--- src/rtl/mapper_seq_ctrl_pkg.sv ---
// Shared definitions for the I/Q mapper sequencer: FSM encoding, frame geometry
// constants and a small sample-counter helper.
package mapper_seq_ctrl_pkg;

    localparam int SAMPLES_PER_BIT = 4;
    localparam int BITS_PER_WORD   = 16;
    localparam int CNT_W           = 3;
    localparam int BIT_IDX_W       = 4;

    typedef enum logic [2:0] {
        ST_IDLE  = 3'd0,
        ST_FETCH = 3'd1,
        ST_LOAD  = 3'd2,
        ST_RUN   = 3'd3,
        ST_DONE  = 3'd4
    } state_t;

    function automatic logic is_last_sample(input logic [CNT_W-1:0] cnt);
        return (cnt == CNT_W'(SAMPLES_PER_BIT - 1));
    endfunction

endpackage

--- src/rtl/mapper_seq_ctrl_if.sv ---
// Frame RAM read port plus the serial feed shared by the I and Q mappers.
interface mapper_seq_ctrl_if #(
    parameter int ADDR_W = 6
);
    import mapper_seq_ctrl_pkg::*;

    logic                     ram_rd_en;
    logic [ADDR_W-1:0]        ram_rd_addr;
    logic [BITS_PER_WORD-1:0] ram_dout_i;
    logic [BITS_PER_WORD-1:0] ram_dout_q;
    logic [BITS_PER_WORD-1:0] FRAME_DATA_I;
    logic [BITS_PER_WORD-1:0] FRAME_DATA_Q;
    logic                     RAM_READY;
    logic [CNT_W-1:0]         CNT;

    modport master (
        output ram_rd_en, ram_rd_addr, FRAME_DATA_I, FRAME_DATA_Q, RAM_READY, CNT,
        input  ram_dout_i, ram_dout_q
    );

    modport slave (
        input  ram_rd_en, ram_rd_addr, FRAME_DATA_I, FRAME_DATA_Q, RAM_READY, CNT,
        output ram_dout_i, ram_dout_q
    );

endinterface

--- src/rtl/mapper_word_shifter.sv ---
// 16-bit LSB-first shift register with a one-word lookahead buffer so that
// consecutive frame words stream out without a gap.
module mapper_word_shifter
    import mapper_seq_ctrl_pkg::*;
(
    input  logic                     clk,
    input  logic                     reset,
    input  logic                     load_i,
    input  logic                     next_i,
    input  logic                     shift_i,
    input  logic                     buf_load_i,
    input  logic [BITS_PER_WORD-1:0] din_i,
    output logic [BITS_PER_WORD-1:0] data_o
);

    logic [BITS_PER_WORD-1:0] data_q, data_d;
    logic [BITS_PER_WORD-1:0] buf_q,  buf_d;

    // Direct RAM load wins over buffer swap, which wins over a plain shift.
    always_comb begin
        data_d = data_q;
        buf_d  = buf_q;
        if (load_i) begin
            data_d = din_i;
        end else if (next_i) begin
            data_d = buf_q;
        end else if (shift_i) begin
            data_d = {1'b0, data_q[BITS_PER_WORD-1:1]};
        end else begin
            data_d = data_q;
        end
        if (buf_load_i) begin
            buf_d = din_i;
        end else begin
            buf_d = buf_q;
        end
    end

    // Shift and buffer registers.
    always_ff @(posedge clk or negedge reset) begin
        if (!reset) begin
            data_q <= '0;
            buf_q  <= '0;
        end else begin
            data_q <= data_d;
            buf_q  <= buf_d;
        end
    end

    assign data_o = data_q;

endmodule

--- src/rtl/mapper_seq_ctrl.sv ---
// Frame sequencer: fetches I/Q words from the frame RAM and serialises them
// LSB-first to the mappers at SAMPLES_PER_BIT cycles per bit.
module mapper_seq_ctrl
    import mapper_seq_ctrl_pkg::*;
#(
    parameter int FRAME_WORDS = 64,
    parameter int ADDR_W      = 6
) (
    input  logic              clk,
    input  logic              reset,
    input  logic              start,
    input  logic              abort,
    output logic              busy,
    output logic              done,
    mapper_seq_ctrl_if.master bus
);

    localparam logic [ADDR_W-1:0]    LAST_WORD = ADDR_W'(FRAME_WORDS - 1);
    localparam logic [BIT_IDX_W-1:0] LAST_BIT  = BIT_IDX_W'(BITS_PER_WORD - 1);
    localparam logic [BIT_IDX_W-1:0] PF_BIT    = BIT_IDX_W'(BITS_PER_WORD - 2);

    state_t                 state_q, state_d;
    logic [CNT_W-1:0]       cnt_q, cnt_d;
    logic [BIT_IDX_W-1:0]   bit_idx_q, bit_idx_d;
    logic [ADDR_W-1:0]      word_idx_q, word_idx_d;
    logic                   rd_en_q, rd_en_d;
    logic [ADDR_W-1:0]      rd_addr_q, rd_addr_d;
    logic                   ready_q, ready_d;
    logic                   done_q, done_d;
    logic                   busy_q, busy_d;
    logic                   load_s, next_s, shift_s, buf_load_s;
    logic                   more_words_s;
    logic [BITS_PER_WORD-1:0] data_i_s, data_q_s;

    assign more_words_s = (word_idx_q != LAST_WORD);

    // Next-state and registered-output decode; abort overrides everything last.
    always_comb begin
        state_d    = state_q;
        cnt_d      = cnt_q;
        bit_idx_d  = bit_idx_q;
        word_idx_d = word_idx_q;
        rd_en_d    = 1'b0;
        rd_addr_d  = rd_addr_q;
        ready_d    = 1'b0;
        done_d     = 1'b0;
        load_s     = 1'b0;
        next_s     = 1'b0;
        shift_s    = 1'b0;
        buf_load_s = 1'b0;

        case (state_q)
            ST_IDLE: begin
                cnt_d = '0;
                if (start) begin
                    state_d   = ST_FETCH;
                    rd_en_d   = 1'b1;
                    rd_addr_d = '0;
                end else begin
                    state_d = ST_IDLE;
                end
            end
            ST_FETCH: begin
                state_d = ST_LOAD;
            end
            ST_LOAD: begin
                state_d    = ST_RUN;
                load_s     = 1'b1;
                cnt_d      = '0;
                bit_idx_d  = '0;
                word_idx_d = '0;
                ready_d    = 1'b1;
            end
            ST_RUN: begin
                ready_d = 1'b1;
                if (is_last_sample(cnt_q)) begin
                    cnt_d = '0;
                    if (bit_idx_q != LAST_BIT) begin
                        shift_s   = 1'b1;
                        bit_idx_d = bit_idx_q + 4'd1;
                        // Read ahead so the next word is in the buffer before bit 15 ends.
                        if ((bit_idx_q == PF_BIT) && more_words_s) begin
                            rd_en_d   = 1'b1;
                            rd_addr_d = word_idx_q + ADDR_W'(1);
                        end else begin
                            rd_en_d = 1'b0;
                        end
                    end else if (more_words_s) begin
                        next_s     = 1'b1;
                        bit_idx_d  = '0;
                        word_idx_d = word_idx_q + ADDR_W'(1);
                    end else begin
                        state_d = ST_DONE;
                        ready_d = 1'b0;
                        done_d  = 1'b1;
                    end
                end else begin
                    cnt_d      = cnt_q + 3'd1;
                    buf_load_s = (bit_idx_q == LAST_BIT) && (cnt_q == 3'd1) && more_words_s;
                end
            end
            ST_DONE: begin
                state_d = ST_IDLE;
            end
            default: begin
                state_d = ST_IDLE;
            end
        endcase

        if (abort && (state_q != ST_IDLE)) begin
            state_d    = ST_IDLE;
            cnt_d      = '0;
            rd_en_d    = 1'b0;
            ready_d    = 1'b0;
            done_d     = 1'b0;
            load_s     = 1'b0;
            next_s     = 1'b0;
            shift_s    = 1'b0;
            buf_load_s = 1'b0;
        end else begin
            state_d = state_d;
        end

        busy_d = (state_d != ST_IDLE);
    end

    // State, counters and registered outputs.
    always_ff @(posedge clk or negedge reset) begin
        if (!reset) begin
            state_q    <= ST_IDLE;
            cnt_q      <= '0;
            bit_idx_q  <= '0;
            word_idx_q <= '0;
            rd_en_q    <= 1'b0;
            rd_addr_q  <= '0;
            ready_q    <= 1'b0;
            done_q     <= 1'b0;
            busy_q     <= 1'b0;
        end else begin
            state_q    <= state_d;
            cnt_q      <= cnt_d;
            bit_idx_q  <= bit_idx_d;
            word_idx_q <= word_idx_d;
            rd_en_q    <= rd_en_d;
            rd_addr_q  <= rd_addr_d;
            ready_q    <= ready_d;
            done_q     <= done_d;
            busy_q     <= busy_d;
        end
    end

    mapper_word_shifter u_shift_i (
        .clk        (clk),
        .reset      (reset),
        .load_i     (load_s),
        .next_i     (next_s),
        .shift_i    (shift_s),
        .buf_load_i (buf_load_s),
        .din_i      (bus.ram_dout_i),
        .data_o     (data_i_s)
    );

    mapper_word_shifter u_shift_q (
        .clk        (clk),
        .reset      (reset),
        .load_i     (load_s),
        .next_i     (next_s),
        .shift_i    (shift_s),
        .buf_load_i (buf_load_s),
        .din_i      (bus.ram_dout_q),
        .data_o     (data_q_s)
    );

    assign bus.ram_rd_en    = rd_en_q;
    assign bus.ram_rd_addr  = rd_addr_q;
    assign bus.RAM_READY    = ready_q;
    assign bus.CNT          = cnt_q;
    assign bus.FRAME_DATA_I = data_i_s;
    assign bus.FRAME_DATA_Q = data_q_s;
    assign busy             = busy_q;
    assign done             = done_q;

endmodule

--- src/flat_wrapper.sv ---
// flat-port wrapper written by rule: the top's interface ports become plain ports
module mapper_seq_ctrl_flat import mapper_seq_ctrl_pkg::*;
#(
    parameter int FRAME_WORDS = 64,
    parameter int ADDR_W      = 6
)
  (clk, reset, start, abort, busy, done, bus_ram_rd_en, bus_ram_rd_addr, bus_FRAME_DATA_I, bus_FRAME_DATA_Q, bus_RAM_READY, bus_CNT, bus_ram_dout_i, bus_ram_dout_q);
  mapper_seq_ctrl_if #(.ADDR_W(ADDR_W)) bus_i ();
  input  logic clk;
  input  logic reset;
  input  logic start;
  input  logic abort;
  output logic busy;
  output logic done;
  output wire logic [$bits(bus_i.ram_rd_en)-1:0] bus_ram_rd_en;
  output wire logic [$bits(bus_i.ram_rd_addr)-1:0] bus_ram_rd_addr;
  output wire logic [$bits(bus_i.FRAME_DATA_I)-1:0] bus_FRAME_DATA_I;
  output wire logic [$bits(bus_i.FRAME_DATA_Q)-1:0] bus_FRAME_DATA_Q;
  output wire logic [$bits(bus_i.RAM_READY)-1:0] bus_RAM_READY;
  output wire logic [$bits(bus_i.CNT)-1:0] bus_CNT;
  input wire logic [$bits(bus_i.ram_dout_i)-1:0] bus_ram_dout_i;
  input wire logic [$bits(bus_i.ram_dout_q)-1:0] bus_ram_dout_q;
  assign bus_ram_rd_en = bus_i.ram_rd_en;
  assign bus_ram_rd_addr = bus_i.ram_rd_addr;
  assign bus_FRAME_DATA_I = bus_i.FRAME_DATA_I;
  assign bus_FRAME_DATA_Q = bus_i.FRAME_DATA_Q;
  assign bus_RAM_READY = bus_i.RAM_READY;
  assign bus_CNT = bus_i.CNT;
  assign bus_i.ram_dout_i = bus_ram_dout_i;
  assign bus_i.ram_dout_q = bus_ram_dout_q;
  mapper_seq_ctrl #(.FRAME_WORDS(FRAME_WORDS), .ADDR_W(ADDR_W)) u_core (.clk(clk), .reset(reset), .start(start), .abort(abort), .busy(busy), .done(done), .bus(bus_i));
endmodule
--- config.mk ---
export PLATFORM = sky130hd
export DESIGN_NAME = mapper_seq_ctrl_flat
export DESIGN_NICKNAME = d
export VERILOG_FILES = /design/src/rtl/mapper_seq_ctrl_pkg.sv /design/src/rtl/mapper_seq_ctrl_if.sv /design/src/rtl/mapper_word_shifter.sv /design/src/rtl/mapper_seq_ctrl.sv /design/src/flat_wrapper.sv
export SDC_FILE = /design/constraint.sdc
export NUM_CORES = 1
export LEC_CHECK = 0
export ABC_AREA = 0
export CAP_MARGIN = 10
export CORE_AREA = 2 2 95 97
export DETAILED_ROUTE_END_ITERATION = 12
export DIE_AREA = 0 0 97 99
export HOLD_SLACK_MARGIN = 0.12
export PLACE_DENSITY = 0.77
export RECOVER_POWER = 100
export SYNTH_ARGS = -nofsm -noshare
export SYNTH_HDL_FRONTEND = slang
export SYNTH_SLANG_ARGS = --single-unit
--- constraint.sdc ---
create_clock -name clk -period 4.33 [get_ports clk]
set_clock_uncertainty 0.2 [all_clocks]
set_input_delay 0.866 -clock clk [delete_from_list [all_inputs] [get_ports clk]]
set_output_delay 0.866 -clock clk [all_outputs]
set_load 0.05 [all_outputs]
==> results of run 1 <==
==> cell type report <==
class,instances,area [µm²],area share [%]
Sequential cell,90,2250,42.9
Multi-Input combinational cell,231,1780,33.9
Timing Repair Buffer,86,846,16.1
Clock buffer,12,135,2.58
Tap cell,108,135,2.58
Clock inverter,4,76.3,1.46
Inverter,6,22.5,0.429
==> cell families after synthesis <==
group,after synthesis
flops,90
mux,73
fa+ha+maj,5
xor+xnor,5
compound gates,89
simple gates,59
buf+inv,29
==> synthesized netlist by cell type (4+ instances only) <==
cell,number,area (µm²)
sky130_fd_sc_hd__mux2i_1,31,310
sky130_fd_sc_hd__a21oi_1,30,150
sky130_fd_sc_hd__buf_2,7,35.0
sky130_fd_sc_hd__o21ai_0,8,40.0
sky130_fd_sc_hd__clkbuf_1,6,22.5
sky130_fd_sc_hd__nor2_1,19,71.3
sky130_fd_sc_hd__dfrtp_1,90,2250
sky130_fd_sc_hd__buf_4,7,52.6
sky130_fd_sc_hd__nand3_1,4,20.0
sky130_fd_sc_hd__inv_1,6,22.5
sky130_fd_sc_hd__and3_1,4,25.0
sky130_fd_sc_hd__mux2_1,8,90.1
sky130_fd_sc_hd__a21oi_2,10,87.6
sky130_fd_sc_hd__mux2_2,34,383
sky130_fd_sc_hd__o22ai_1,30,188
sky130_fd_sc_hd__nand2b_1,4,25.0
sky130_fd_sc_hd__ha_1,5,62.6
sky130_fd_sc_hd__nand2_1,10,37.5
==> worst register-to-register path, stage by stage, from the launching register on <==
cell and delay [ns]:
sky130_fd_sc_hd__dfrtp_1 0.42, sky130_fd_sc_hd__ha_1 0.26, sky130_fd_sc_hd__and3_1 0.31, sky130_fd_sc_hd__nand2_1 0.13
sky130_fd_sc_hd__nand4b_1 0.12, sky130_fd_sc_hd__nor3_2 0.89, sky130_fd_sc_hd__buf_12 0.28, sky130_fd_sc_hd__mux2_2 0.36
==> layer usage <==
layer,part of all wire [%],track usage [%],routed length [µm],vias to the layer above
li1,-,-,-,1427
met1,45,26.9,4250,1534
met2,48,31.9,4540,89
met3,5.5,5.46,517,4
met4,0.55,5.31,51,0
met5,0,0,0,-
==> power by group <==
part | internal [W] | switching (W) | leakage (nW)
Combinational | 0.000403 | 0.000883 | 1.02
Sequential | 0.00101 | 0.000157 | 1.18
Clock | 0.000328 | 0.000296 | 0.101
==> state kept, by name, summed over array words and instances (netlist names) <==
signal,count
u_core.bit_idx_q,4
u_core.bus.CNT,3
u_core.bus.RAM_READY,1
u_core.bus.ram_rd_addr,6
u_core.bus.ram_rd_en,1
u_core.busy,1
u_core.done,1
u_core.state_q,3
u_core.u_shift_i.buf_q,16
u_core.u_shift_i.data_o,16
u_core.u_shift_q.buf_q,16
u_core.u_shift_q.data_o,16
u_core.word_idx_q,6
==> path summary, 6_finish.rpt <==
path,end,slack [ns],cells after the start
worst max-delay path,u_core.u_shift_q.data_o[12]$_DFFE_PN0P_,0.75,6
worst max register to register,u_core.u_shift_i.buf_q[7]$_DFFE_PN0P_,1.26,7
worst min register to register,u_core.u_shift_q.buf_q[9]$_DFFE_PN0P_,0.29,1
max in group asynchronous,u_core.bus.CNT[1]$_DFFE_PN0P_,1.34,2
worst min-delay path,u_core.u_shift_q.buf_q[9]$_DFFE_PN0P_,0.29,1
min in group asynchronous,u_core.bus.RAM_READY$_DFF_PN0_,0.52,1
==> per-stage QoR <==
stage	hold WS [ns]	total power [W]	utilization, %	cell area (µm²)
4_1_cts	0.177	0.00316	61.7	5280
2_1_floorplan	0.257	0.00205	-	4210
5_1_grt	0.308	0.00322	61.3	5240
6_report	0.291	0.00308	61.3	5240
3_5_place_dp	0.276	0.00254	59.2	5060
3_3_place_gp	0.267	0.00252	59.2	5060
==> reports/qor.json, run 1 <==
{
  "run_status": {"value": "complete, but fails checks"},
  "failed_checks": {"value": "max-capacitance violations, max-slew violations"},
  "vias_in_the_first_global_route": {"value": 3162},
  "stdcell_count": {"value": 537},
  "dr_total_vias": {"value": 3054},
  "synth-simple-area-share": {"value": 7.61, "unit": "%"},
  "timing.final.hold_violations": {"value": 0},
  "worst-endpoint-arrival": {"value": 3.60, "unit": "ns"},
  "area_of_the_core": {"value": 0.00855, "unit": "mm²"},
  "max_cap_viol_count": {"value": 1},
  "die_width": {"value": 97, "unit": "µm"},
  "postSynthNetCount": {"value": 391},
  "fraction_of_layout_instances_using_a_drive_strength_above_1": {"value": 15.6, "unit": "%"},
  "postSynthCellCount": {"value": 350},
  "path_clk_slew": {"value": 0.08, "unit": "ns"},
  "tightest_slew": {"value": 1.61, "unit": "ns"},
  "crit_path_start": {"value": "abort"},
  "worst_hold_startpoint": {"value": "u_core.u_shift_q.buf_q[9]$_DFFE_PN0P_"},
  "finalWorstSetupSlack": {"value": 0.751, "unit": "ns"},
  "slew_viol_final": {"value": 31},
  "wl": {"value": 9.36, "unit": "mm"},
  "grt.overflow.total": {"value": 0},
  "most_common_library_cell_in_the_layout_ignoring_fill_and_taps": {"value": "sky130_fd_sc_hd__dfrtp_1"},
  "r2r-start": {"value": "u_core.word_idx_q[0]$_DFFE_PN0P_"},
  "synth.cell_area": {"value": 0.00421, "unit": "mm²"},
  "synth_top_family_by_area": {"value": "multiplexers"},
  "wl_per_cell": {"value": 17.4, "unit": "µm"},
  "max_freq": {"value": 279, "unit": "MHz"},
  "most-common-layout-cells": {"value": "sky130_fd_sc_hd__dfrtp_1 (90), sky130_fd_sc_hd__dlygate4sd3_1 (46), sky130_fd_sc_hd__mux2_2 (33), sky130_fd_sc_hd__clkdlybuf4s50_1 (33), sky130_fd_sc_hd__mux2i_1 (31)"},
  "ir_drop": {"value": 480, "unit": "µV"},
  "cts_hold_buf": {"value": 0},
  "buffer_ports.inserted": {"value": 80},
  "nets": {"value": 465},
  "criticalPathCategory": {"value": "in -> reg"},
  "cts-resized-gates": {"value": 0},
  "insertion_delay": {"value": 0.35, "unit": "ns"},
  "postSynth.topFlopCell": {"value": "sky130_fd_sc_hd__dfrtp_1"},
  "post-route-min-period": {"value": 3.58, "unit": "ns"},
  "critical_path_peak_fanout": {"value": 32},
  "dp_hpwl": {"value": 6.21, "unit": "mm"},
  "die_area": {"value": 0.00960, "unit": "mm²"},
  "tritoncts": {"value": "yes"},
  "worst_setup_sp_type": {"value": "primary input"},
  "setup-tns-final": {"value": 0, "unit": "ns"},
  "max_slew_margin": {"value": -7.38, "unit": "%"},
  "synth_xor_area_share": {"value": 1.04, "unit": "%"},
  "via_to_cell_ratio": {"value": 5.69},
  "cts_buffers": {"value": 9},
  "worstPathRequired": {"value": 4.35, "unit": "ns"},
  "drt_iter0_drc": {"value": 182},
  "grt_start_max_net_pins": {"value": 42},
  "power.density_cell_area": {"value": 587, "unit": "mW/mm²"},
  "p_leak": {"value": 2.30, "unit": "nW"},
  "synth_async_sr_flop_share": {"value": 100, "unit": "%"},
  "cts.path.max_buffers": {"value": 2},
  "filler_cells": {"value": 690},
  "die_y": {"value": 99, "unit": "µm"},
  "synth_edf_count": {"value": 0},
  "ys_seq_area_share": {"value": 53.5, "unit": "%"},
  "number_of_distinct_library_cells_after_synthesis": {"value": 43},
  "cp_num_buf_inv": {"value": 2},
  "htreeDepth": {"value": 3},
  "floorplan.initialDensity": {"value": 49.3, "unit": "%"},
  "grt_antenna_before_repair": {"value": 0},
  "crit_path_end_kind": {"value": "flop"},
  "post-cts-setup-buffer-count": {"value": 0},
  "critical_path.slowest_cell": {"value": "sky130_fd_sc_hd__clkbuf_2"},
  "cts-root-buf": {"value": "sky130_fd_sc_hd__clkbuf_8"},
  "rows": {"value": 34},
  "synth-warning-count": {"value": 0},
  "kind_of_cell_with_the_highest_combined_delay_on_the_critical_path": {"value": "buffers and inverters"},
  "post_synth.cell_area_avg": {"value": 12.0, "unit": "µm²"},
  "numClockSinks": {"value": 90},
  "syn2layout_area_growth": {"value": 24.5, "unit": "%"},
  "io_pins": {"value": 81},
  "residual_drc_count": {"value": 0},
  "numPlacedInstances": {"value": 521},
  "drt_pre_antenna_iters": {"value": 5},
  "wire_length_of_the_first_global_routing_pass": {"value": 15.6, "unit": "mm"},
  "dp_worst_setup_slack": {"value": 0.929, "unit": "ns"},
  "post_synth_fa_ha_maj_area_fraction": {"value": 1.49, "unit": "%"},
  "setup_violations": {"value": 0},
  "route.antenna.remaining_nets": {"value": 0},
  "num_antenna_cells": {"value": 0},
  "layout_worst_path_cycle_share": {"value": 82.6, "unit": "%"},
  "ys_seq_elements": {"value": 90},
  "synth_compound_gate_area_share": {"value": 13.8, "unit": "%"},
  "gp_congestion": {"value": 0.768},
  "synth_mux_area_share": {"value": 18.6, "unit": "%"},
  "crit_path_max_incr_delay": {"value": 0.88, "unit": "ns"},
  "crit_path_cell_trace": {"value": "dlygate4sd3_1, nand4bb_1, a2111oi_4, clkbuf_2, mux2i_1, a21oi_2"},
  "grt_use_total": {"value": 19.9, "unit": "%"},
  "grt_setup_unrepaired": {"value": "no"},
  "worstHoldPathType": {"value": "reg -> reg"}
}
(Power assumes the default switching activity.)
==> inputs of run 2 (changes only) <==
clock period = 3.4 ns   (was 4.33 ns; I/O delays follow)
==> reports/qor.json, run 2 (synthesis gave the netlist of run 1 again) <==
{
  "run_status": {"value": "complete, no violations"},
  "worstPathRequired": {"value": 3.44, "unit": "ns"},
  "amount_of_wire_on_met2_after_detailed_routing": {"value": 4.43, "unit": "mm"},
  "met3_length": {"value": 417, "unit": "µm"},
  "cts_buffers": {"value": 9},
  "die_y": {"value": 99, "unit": "µm"},
  "wire_length_of_the_first_global_routing_pass": {"value": 15.6, "unit": "mm"},
  "final.hold.worst_slack": {"value": 0.299, "unit": "ns"},
  "max_slew_margin": {"value": 18.4, "unit": "%"},
  "critical_path_peak_fanout": {"value": 32},
  "layout_worst_path_cycle_share": {"value": 87.2, "unit": "%"},
  "path_clk_slew": {"value": 0.09, "unit": "ns"},
  "syn2layout_area_growth": {"value": 26.4, "unit": "%"},
  "vias_in_the_first_global_route": {"value": 3166},
  "timing.final.hold_violations": {"value": 0},
  "drt_pre_antenna_iters": {"value": 5},
  "max_freq": {"value": 337, "unit": "MHz"},
  "ir_drop": {"value": 498, "unit": "µV"},
  "maxUsedRoutingLayer": {"value": "met4"},
  "num_antenna_cells": {"value": 0},
  "grt_setup_unrepaired": {"value": "no"},
  "floorplan.initialDensity": {"value": 49.3, "unit": "%"},
  "buffer_ports.inserted": {"value": 80},
  "io_pins": {"value": 81},
  "worstHoldPathType": {"value": "reg -> reg"},
  "grt.overflow.total": {"value": 0},
  "filler_cells": {"value": 669},
  "ff_latch_area": {"value": 0.00225, "unit": "mm²"},
  "rows": {"value": 34},
  "htreeDepth": {"value": 3},
  "nets": {"value": 467},
  "wl_per_cell": {"value": 17.4, "unit": "µm"},
  "p_leak": {"value": 2.34, "unit": "nW"},
  "crit_path_end_kind": {"value": "flop"},
  "die_area": {"value": 0.00960, "unit": "mm²"},
  "setup-tns-final": {"value": 0, "unit": "ns"},
  "grt_use_total": {"value": 20.1, "unit": "%"},
  "most-common-layout-cells": {"value": "sky130_fd_sc_hd__dfrtp_1 (90), sky130_fd_sc_hd__dlygate4sd3_1 (46), sky130_fd_sc_hd__mux2_2 (34), sky130_fd_sc_hd__clkdlybuf4s50_1 (33), sky130_fd_sc_hd__mux2i_1 (31)"},
  "criticalPathCategory": {"value": "in -> reg"},
  "area_taken_by_multi_input_logic_gates": {"value": 0.00180, "unit": "mm²"},
  "cts_hold_buf": {"value": 0},
  "gp_congestion": {"value": 0.795},
  "residual_drc_count": {"value": 0},
  "tightest_slew": {"value": 1.22, "unit": "ns"},
  "slew_viol_final": {"value": 0},
  "worst_setup_sp_type": {"value": "primary input"},
  "power.density_cell_area": {"value": 756, "unit": "mW/mm²"},
  "wl": {"value": 9.40, "unit": "mm"},
  "cts-root-buf": {"value": "sky130_fd_sc_hd__clkbuf_8"},
  "via_to_cell_ratio": {"value": 5.78},
  "tritoncts": {"value": "yes"},
  "post-cts-setup-buffer-count": {"value": 0},
  "dr_total_vias": {"value": 3118},
  "die_width": {"value": 97, "unit": "µm"},
  "numClockSinks": {"value": 90},
  "post-route-min-period": {"value": 2.97, "unit": "ns"},
  "worst-endpoint-arrival": {"value": 3.00, "unit": "ns"},
  "drt_iter0_drc": {"value": 148},
  "most_common_library_cell_in_the_layout_ignoring_fill_and_taps": {"value": "sky130_fd_sc_hd__dfrtp_1"},
  "detail_route.wirelength.met1": {"value": 4.40, "unit": "mm"},
  "route.antenna.remaining_nets": {"value": 0},
  "grt_start_max_net_pins": {"value": 49},
  "grt_antenna_before_repair": {"value": 0},
  "cts.path.max_buffers": {"value": 2},
  "max_cap_viol_count": {"value": 0},
  "dp_hpwl": {"value": 6.31, "unit": "mm"},
  "insertion_delay": {"value": 0.36, "unit": "ns"},
  "cts-resized-gates": {"value": 0},
  "area_of_the_core": {"value": 0.00855, "unit": "mm²"},
  "fraction_of_layout_instances_using_a_drive_strength_above_1": {"value": 17.4, "unit": "%"},
  "setup_violations": {"value": 0}
}
-- run 2: report_power, final --
group	switching, W	total [W]	internal [W]
clock	0.000389	0.000881	0.000493
combinational	0.00113	0.00165	0.000522
sequential	0.000206	0.00149	0.00129
-- run 2: worst paths after layout --
path,startpoint,endpoint,slack [ns],cells after the start
worst max register to register,u_core.word_idx_q[0]$_DFFE_PN0P_,u_core.u_shift_i.buf_q[11]$_DFFE_PN0P_,0.55,7
max in group asynchronous,reset,u_core.u_shift_q.data_o[8]$_DFFE_PN0P_,0.98,2
worst min register to register,u_core.u_shift_q.buf_q[12]$_DFFE_PN0P_,u_core.u_shift_q.buf_q[12]$_DFFE_PN0P_,0.30,1
worst min-delay path,u_core.u_shift_q.buf_q[12]$_DFFE_PN0P_,u_core.u_shift_q.buf_q[12]$_DFFE_PN0P_,0.30,1
worst max-delay path,abort,u_core.u_shift_i.buf_q[11]$_DFFE_PN0P_,0.43,5
min in group asynchronous,reset,u_core.state_q[0]$_DFF_PN0_,0.36,1
-- run 2: metal layers --
metal | GRT usage, % | up-vias
met5 | 0 | -
met4 | 7.48 | 0
met3 | 3.97 | 19
met2 | 31.7 | 95
met1 | 27.8 | 1569
li1 | - | 1435
-- run 2: layout make-up --
cell class / instances / share of cell area, %
Clock buffer: 10 / 2.40
Timing Repair Buffer: 88 / 16.4
Multi-Input combinational cell: 231 / 33.8
Sequential cell: 90 / 42.3
Inverter: 6 / 0.423
Tap cell: 108 / 2.54
Clock inverter: 6 / 2.14
-- run 2: worst max-delay path, stage by stage --
cell and delay [ns]:
sky130_fd_sc_hd__dlygate4sd3_1 0.65, sky130_fd_sc_hd__nand4bb_4 0.35, sky130_fd_sc_hd__nor3_4 0.19, sky130_fd_sc_hd__clkbuf_2 0.71
sky130_fd_sc_hd__mux2_2 0.42
-- run 2: per-stage QoR --
stage                     area [µm²]  worst slack [ns]  utilization, %  instances  total power [W]
after floorplan                 4210             0.872               -        350          0.00261
final                           5320             0.434            62.3        539          0.00403
after global routing            5320             0.344            62.3        539          0.00421
after global placement          5120             0.395            59.8        523          0.00322
after CTS                       5360             0.691            62.7        539          0.00414
after detailed placement        5120             0.331            59.8        523          0.00325
==> RTL change, RTL diff (flow settings as in run 1) <==
`buf_q` no longer has a reset.
--- a/src/rtl/mapper_word_shifter.sv
+++ b/src/rtl/mapper_word_shifter.sv
@@ -41,9 +41,11 @@
         if (!reset) begin
             data_q <= '0;
-            buf_q  <= '0;
         end else begin
             data_q <= data_d;
-            buf_q  <= buf_d;
         end
+    end
+
+    always_ff @(posedge clk) begin
+        buf_q <= buf_d;
     end
 
Function: same outputs for any inputs over 10 cycles, from zero or initial values and one cycle with reset low; that may be too few to reach the edited logic, so the function may still have changed.
==> RTL change against run 1 <==
- the run still ends with max-capacitance violations, max-slew violations left
- count of clock-buffer cells in the layout decreased by 2
- area after synthesis rose by 9.9%
- critical endpoint is now u_core.u_shift_i.data_o[10]
- sequential cell count did not move
- final area grew 3.9%
- wire length grew 16%
- die area did not move
- critical path type unchanged
- worst setup slack got worse by 0.0033 ns
- total power shrank 4.2%
==> RTL change: results (changes against run 1) <==
| Metric | Value |
|---|---|
| Status | finished, violations left |
| Violations in the final reports | max-capacitance violations, max-slew violations |
| Final count of pins violating max slew | 44 (+42%) |
| Wire length of the first global-routing pass | 17900 um (+15%) |
| Largest stage delay on the critical path | 0.66 ns (-0.22 ns) |
| Pin count of the biggest net entering global routing | 44 (+4.8%) |
| Start point of the worst min-delay path | u_core.bus.ram_rd_addr[2] |
| Final weighted congestion of routability-driven global placement | 0.822 (+7.0%) |
| Number of flops mapped to enable cells by yosys | 32 (+32) |
| 1st-iter DRT viols | 269 (+48%) |
| Multi-input logic portion of the cell area | 33.0% (-0.84 points) |
| Area of all sequential standard cells | 2410 um^2 (+7.1%) |
| Fraction of met1 tracks used by global routing | 33.0% (+6.1 points) |
| Detailed-route vias per instance | 6.24 (+9.7%) |
| Register area share after synthesis | 52.1% (-1.4 points) |
| Sequential cell count | 90 (unchanged) |
| Worst slew margin relative to its limit | -54.8% (-47 points) |
| Met2 Use GR | 37.4% (+5.5 points) |
| Compound-Gate Fraction of Synth Area | 31.6% (+18 points) |
| Total global-route track usage | 23.1% (+3.2 points) |
| CTS Root Cell | sky130_fd_sc_hd__clkbuf_8 |
| Hold Path Sink | u_core.bus.ram_rd_addr[2] |
| IR drop worst, VDD | 206 uV (-57%) |
| Top post-synthesis cells by area | sky130_fd_sc_hd__dfrtp_1, sky130_fd_sc_hd__edfxtp_1, sky130_fd_sc_hd__o31ai_4, sky130_fd_sc_hd__o22ai_1, sky130_fd_sc_hd__a21oi_1 |
| Inverter count | 7 (+1) |
| Number of post-CTS setup repair buffers | 0 (unchanged) |
| Most instantiated cells after synthesis | sky130_fd_sc_hd__dfrtp_1, sky130_fd_sc_hd__a21oi_1, sky130_fd_sc_hd__o21ai_0 |
| Share of final layout cell area taken by clock buffers and inverters | 4.00% (-0.037 points) |
| Logic gate share of total power | 40.6% (-1.2 points) |
| Portion of netlist area occupied by mux cells | 1.35% (-17 points) |
| Fraction of area in non-clock buffers | 15.7% (-0.40 points) |
| Detailed-routed wire length on met2 | 5310 um (+17%) |
| Depth of the most critical reg-to-reg path | 6 (-1) |
| Number of fill cells in the layout | 698 (+1.2%) |
| Met3 Wirelength | 630 um (+22%) |
| Internal power | 1.71 mW (-1.9%) |
| Flop2flop setup slack | 1.04 ns (-0.22 ns) |
| Crit-path slowest cell | sky130_fd_sc_hd__dlygate4sd3_1 |
| Met3 Resource Use GR | 3.62% (-1.8 points) |
| Final routed wire length divided by cell count | 19.7 um (+13%) |
| Synthesized-area fraction occupied by adder cells | 1.35% (-0.13 points) |
| Worst R2R End | u_core.u_shift_i.data_o[10] |
| Placed wire-length estimate | 7250 um (+17%) |
| Netlist cell types | 61 (+42%) |
| Number of multi-input combinational cells in the layout | 243 (+5.2%) |
| Max-cap viol count | 1 (unchanged) |
| Power drawn by the clock network | 0.634 mW (+2%) |
| Fraction of layout cells with a size suffix above 1 | 11.0% (-4.6 points) |
| Worst-path fanout max | 17 (-47%) |
RTL change: cell count changes after synthesis, moves of 4 or more:
cell / change
sky130_fd_sc_hd__mux2_1: -7
sky130_fd_sc_hd__clkbuf_1: +9
sky130_fd_sc_hd__o2bb2ai_1: +4
sky130_fd_sc_hd__o31ai_4: +30
sky130_fd_sc_hd__a21oi_1: +8
sky130_fd_sc_hd__mux2_2: -33
sky130_fd_sc_hd__a21oi_2: -10
sky130_fd_sc_hd__mux2i_1: -27
sky130_fd_sc_hd__edfxtp_1: +32
sky130_fd_sc_hd__o21ai_0: +28
sky130_fd_sc_hd__dfrtp_1: -32
RTL change: per-stage QoR:
stage	std cells	total power, mW	area (um^2)	setup WS (ns)	hold slack (ns)
after floorplan	370	2.09	4630	1.44	0.300
after global placement	536	2.45	5450	0.928	0.283
after detailed placement	536	2.49	5450	0.859	0.281
after CTS	552	3.12	5670	1.24	0.309
after global routing	552	3.07	5450	0.593	0.316
final	552	2.95	5450	0.748	0.298
